[config.mk]
export PLATFORM = sky130hd
export DESIGN_NAME = dac_wave_seq
export DESIGN_NICKNAME = d
export VERILOG_FILES = /design/src/rtl/dac_wave_seq.sv
export SDC_FILE = /design/constraint.sdc
export NUM_CORES = 1
export LEC_CHECK = 0
export CAP_MARGIN = 20
export CORE_UTILIZATION = 25
export CTS_CLUSTER_SIZE = 30
export DETAILED_ROUTE_END_ITERATION = 10
export HOLD_SLACK_MARGIN = 0.08
export SLEW_MARGIN = 20
export SYNTH_ARGS = -nofsm -noshare
export SYNTH_HDL_FRONTEND = slang
export SYNTH_SLANG_ARGS = --single-unit
[constraint.sdc]
create_clock -name clk -period 2.3 [get_ports clk]
set_clock_uncertainty 0.1 [all_clocks]
set_input_delay 0.46 -clock clk [delete_from_list [all_inputs] [get_ports clk]]
set_output_delay 0.46 -clock clk [all_outputs]
set_load 0.02 [all_outputs]
[src/rtl/dac_wave_seq.sv]
// Waveform sequencer for the DAC / ring-oscillator test macro: generates a DAC code
// in static/saw/triangle/square mode and measures ring-oscillator edges per gate window.
module dac_wave_seq #(
    parameter int DAC_BITS  = 3,
    parameter int DIV_BITS  = 8,
    parameter int GATE_BITS = 8,
    parameter int CNT_BITS  = 12
) (
    input  logic                 clk,
    input  logic                 rst_n,
    input  logic                 ena,
    input  logic                 cfg_load,
    input  logic [1:0]           cfg_mode,
    input  logic [DIV_BITS-1:0]  cfg_div,
    input  logic [DAC_BITS-1:0]  cfg_amp,
    input  logic                 ro_in,
    output logic [DAC_BITS-1:0]  dac_code,
    output logic                 dac_en,
    output logic                 wrap,
    output logic [CNT_BITS-1:0]  ro_count,
    output logic                 ro_valid
);

    typedef enum logic [1:0] {
        MODE_STATIC = 2'b00,
        MODE_SAW    = 2'b01,
        MODE_TRI    = 2'b10,
        MODE_SQUARE = 2'b11
    } mode_t;

    localparam logic [DAC_BITS-1:0]  CODE_ONE = DAC_BITS'(1);
    localparam logic [DAC_BITS-1:0]  CODE_MAX = {DAC_BITS{1'b1}};
    localparam logic [DAC_BITS-1:0]  CODE_TOP = CODE_MAX - CODE_ONE;
    localparam logic [DIV_BITS-1:0]  DIV_ONE  = DIV_BITS'(1);
    localparam logic [GATE_BITS-1:0] GATE_ONE = GATE_BITS'(1);
    localparam logic [GATE_BITS-1:0] GATE_MAX = {GATE_BITS{1'b1}};
    localparam logic [CNT_BITS-1:0]  CNT_ONE  = CNT_BITS'(1);
    localparam logic [CNT_BITS-1:0]  CNT_MAX  = {CNT_BITS{1'b1}};

    mode_t               mode;
    logic [DIV_BITS-1:0] div;
    logic [DAC_BITS-1:0] amp;
    logic [DIV_BITS-1:0] presc;
    // Triangle: count direction. Square: set while the next step goes to amp.
    logic                dir_up;

    // NOTE: sequential state uses non-blocking assignments so every register samples
    // pre-edge values; blocking here would create order-dependent simulation results.
    always_ff @(posedge clk or negedge rst_n) begin
        if (!rst_n) begin
            mode     <= MODE_STATIC;
            div      <= '0;
            amp      <= '0;
            presc    <= '0;
            dir_up   <= 1'b1;
            dac_code <= '0;
            dac_en   <= 1'b0;
            wrap     <= 1'b0;
        end else begin
            dac_en <= ena;
            wrap   <= 1'b0;
            if (cfg_load) begin
                mode     <= mode_t'(cfg_mode);
                div      <= cfg_div;
                amp      <= cfg_amp;
                presc    <= '0;
                dir_up   <= 1'b1;
                dac_code <= (mode_t'(cfg_mode) == MODE_STATIC) ? cfg_amp : '0;
            end else if (ena) begin
                if (presc != div) begin
                    presc <= presc + DIV_ONE;
                end else begin
                    presc <= '0;
                    unique case (mode)
                        MODE_STATIC: dac_code <= amp;
                        MODE_SAW: begin
                            dac_code <= dac_code + CODE_ONE;
                            wrap     <= (dac_code == CODE_MAX);
                        end
                        MODE_TRI: begin
                            if (dir_up) begin
                                dac_code <= dac_code + CODE_ONE;
                                if (dac_code == CODE_TOP) dir_up <= 1'b0;
                            end else begin
                                dac_code <= dac_code - CODE_ONE;
                                if (dac_code == CODE_ONE) begin
                                    dir_up <= 1'b1;
                                    wrap   <= 1'b1;
                                end
                            end
                        end
                        MODE_SQUARE: begin
                            // Phase bit, not the code, drives the toggle so amp=0 still wraps.
                            if (dir_up) begin
                                dac_code <= amp;
                                dir_up   <= 1'b0;
                            end else begin
                                dac_code <= '0;
                                dir_up   <= 1'b1;
                                wrap     <= 1'b1;
                            end
                        end
                        default: dac_code <= dac_code;
                    endcase
                end
            end
        end
    end

    logic                 ro_meta, ro_sync, ro_prev;
    logic                 ro_edge;
    logic [GATE_BITS-1:0] gate_cnt;
    logic [CNT_BITS-1:0]  edge_cnt;
    logic [CNT_BITS-1:0]  edge_next;

    assign ro_edge = ro_sync & ~ro_prev;

    always_comb begin
        edge_next = edge_cnt;
        if (ro_edge && (edge_cnt != CNT_MAX)) edge_next = edge_cnt + CNT_ONE;
    end

    always_ff @(posedge clk or negedge rst_n) begin
        if (!rst_n) begin
            ro_meta  <= 1'b0;
            ro_sync  <= 1'b0;
            ro_prev  <= 1'b0;
            gate_cnt <= '0;
            edge_cnt <= '0;
            ro_count <= '0;
            ro_valid <= 1'b0;
        end else begin
            ro_meta <= ro_in;
            ro_sync <= ro_meta;
            ro_prev <= ro_sync;
            if (!ena) begin
                gate_cnt <= '0;
                edge_cnt <= '0;
                ro_valid <= 1'b0;
            end else begin
                gate_cnt <= gate_cnt + GATE_ONE;
                ro_valid <= (gate_cnt == GATE_MAX);
                if (gate_cnt == GATE_MAX) begin
                    ro_count <= edge_next;
                    edge_cnt <= '0;
                end else begin
                    edge_cnt <= edge_next;
                end
            end
        end
    end

endmodule

==> flow_metrics.env <==
export IMPL_portBuffers=35
export IMPL_synth_avg_cell_area_um2=10.5
export IMPL_min_delay_start="ro_meta"
export IMPL_relSlewSlack_pct=64.0
export IMPL_grt_max_degree=64
export IMPL_r2r_cells=5
export IMPL_die_y_um=113
export IMPL_synth_seq_area_share_pct=51.1
export IMPL_cp_top_family="buffers and inverters"
export IMPL_layout_nets=364
export IMPL_ys_warn_count=0
export IMPL_dr_pass1_iters=4
export IMPL_synthArstFlopShare_pct=100
export IMPL_drt_iter0_markers=55
export IMPL_ant_nets=0
export IMPL_slew_violations=0
export IMPL_syn_inst=294
export IMPL_min_path_cells=0
export IMPL_reg2reg_slack_ns=0.45
export IMPL_placementRows=40
export IMPL_grtUsageTotal_pct=10.6
export IMPL_setup_tns_ns=0
export IMPL_status="finished clean"
export IMPL_viasPerCell=4.52
export IMPL_start_kind="register"
export IMPL_finalCritPeriodShare_pct=88.6
export IMPL_drt_total_wl_um=6150
export IMPL_r2r_end="dac_code[0]"
export IMPL_cp_required_ns=1.74
export IMPL_fin_crit_ns=2.04
export IMPL_initial_core_util_pct=25.7
export IMPL_tightest_slew_ns=0.535
export IMPL_ios=36
export IMPL_synth_top_area_cell="dfrtp_1"
export IMPL_power_density_mw_per_mm2=705
export IMPL_routedWlPerCell_um=12.6
export IMPL_place_congestion=0.815
export IMPL_worst_ep_arrival_time_ns=1.48
export IMPL_cpMaxStageDelayCell="clkdlybuf4s50_1"
export IMPL_cts_sinks=63
export IMPL_fmax_mhz=491
export IMPL_cp_end_kind="output pin"
export IMPL_cts_buffer_depth=2
export IMPL_synth_nets=320
export IMPL_hpwl_um=4330
export IMPL_cpPeakStageDelay_ns=0.66
export IMPL_first_global_vias=2130
export IMPL_vdd_drop_max_mv=0.519
export IMPL_die_w_um=113
export IMPL_leakage_nw=1.67
export IMPL_cts_tree="yes"
export IMPL_antenna_found_initial=0
export IMPL_dieArea_mm2=0.0128
export IMPL_cts_buffers=9
export IMPL_yosysUniqueCellTypes=46
export IMPL_netlist_top_cells_area="dfrtp_1, mux2_2, xnor2_1"
export IMPL_synthesis_area_mm2=0.00309
export IMPL_ys_flop_type="dfrtp_1"
export IMPL_place_area_mm2=0.00362
export IMPL_synth_seq_cells=63
export IMPL_synth_edf_count=0
export IMPL_drc=0
export IMPL_rsz0062_at_grt="false"
export IMPL_postLayoutCellArea_mm2=0.00392
export IMPL_num_vias=2217
export IMPL_whs_endpoint="ro_sync"
export IMPL_insertion_delay_ns=0.33
export IMPL_crit_fanout=7
export IMPL_crit_type="reg2out"
export IMPL_worst_path_buf_inv=1
export IMPL_area_growth_pct=27.1
export IMPL_htreeDepth=3
export IMPL_post_cts_buffers=0
export IMPL_fin_hold_ws_ns=0.247
export IMPL_drive_gt1_share_pct=12.8
export IMPL_root_buffer="clkbuf_16"
export IMPL_cts_clk_slew_worst_paths_ns=0.05
export IMPL_coreArea_mm2=0.0120
export IMPL_num_antenna_cells=0
export IMPL_netlist_area_leader_share_pct=50.3
export IMPL_cap_violations=0
export IMPL_final_common_cell="dfrtp_1"
export IMPL_r2r_start="presc[2]"
export IMPL_crit_path_cell_trace="clkdlybuf4s50_1"
export IMPL_grt_pass1_wl_um=10400
export IMPL_grt_overflow_total=0
export IMPL_hold_viol=0
export IMPL_hold_path_class="reg2reg"
export IMPL_setup_viol=0
export IMPL_layout_common_cells="dfrtp_1, clkdlybuf4s50_1, nor2_1, nand2_1, o21ai_0"
export IMPL_cts_resized=0
layer usage:
layer | up-vias | track usage (%) | wire [µm]
li1 | 1104 | - | -
met1 | 1056 | 12.9 | 2880
met2 | 46 | 16.7 | 2870
met3 | 11 | 4.18 | 315
met4 | 0 | 4.04 | 80
met5 | - | 0 | 0
power by group:
part | switching, mW | total, mW | internal (mW)
Clock | 0.469 | 1.33 | 0.862
Sequential | 0.0455 | 1.20 | 1.15
Combinational | 0.115 | 0.237 | 0.121
logic make-up (layout without fill, tap and decap cells):
group,count (synthesis),count (layout),synth area share (%)
xor+xnor,25,25,7.70
compound gates,45,45,9.73
flops,63,63,51.1
buf+inv,19,68,3.16
fa+ha+maj,8,8,3.24
simple gates,117,117,19.1
mux,17,17,5.96
worst max path at each step:
stage,startpoint,endpoint,slack (ns),cells after the start
final,dac_code[0],dac_code[0],0.26,1
after global routing,dac_code[0],dac_code[0],0.19,1
after CTS,dac_code[0],dac_code[0],0.25,1
after detailed placement,cfg_load,presc[5],0.28,5
after global placement,cfg_load,presc[7],0.30,5
after floorplan,presc[2],dac_code[0],0.62,7
flip-flops by register name, indices dropped and copies added (netlist names):
| register | cells |
|---|---|
| ro_prev | 1 |
| ro_sync | 1 |
| dac_en | 1 |
| dir_up | 1 |
| edge_cnt | 12 |
| ro_valid | 1 |
| dac_code | 3 |
| ro_count | 12 |
| wrap | 1 |
| div | 8 |
| ro_meta | 1 |
| gate_cnt | 8 |
| mode | 2 |
| presc | 8 |
| amp | 3 |
cells in the mapped netlist, drive strengths merged (3+ instances only):
master and number:
xnor2 15, nor2b 7, nand4 6, and3 6, nand3 16, nor3 7
dfrtp 62, ha 8, nand2b 4, xor2 10, mux2i 6, a21oi 6
nand3b 3, o21ai 24, mux2 11, buf 6, nand2 29, clkbuf 5
nor2 32, inv 8
per-stage QoR:
stage          util (%)  setup WS (ns)  power (mW)  instances
3_3_place_gp       30.1          0.295        1.45        473
4_1_cts            32.7          0.245        2.81        490
3_5_place_dp       30.1          0.283        1.46        473
5_1_grt            32.7          0.189        2.89        490
2_1_floorplan         -          0.622        1.35        294
6_report           32.7          0.261        2.76        490
repair_timing:
action	CTS	global route
endpoints found under the hold margin	62	0
endpoints found under the setup margin	0	0
hold buffers	1	0
final cells by class:
| cell class | instances | area [µm²] |
|---|---|---|
| Tap cell | 147 | 184 |
| Timing Repair Buffer | 44 | 428 |
| Sequential cell | 63 | 1580 |
| Clock buffer | 12 | 246 |
| Clock inverter | 4 | 45.0 |
| Fill cell | 1268 | 8090 |
| Multi-Input combinational cell | 212 | 1410 |
| Inverter | 8 | 30.0 |
No activity file was read; power rests on OpenSTA's default activity.
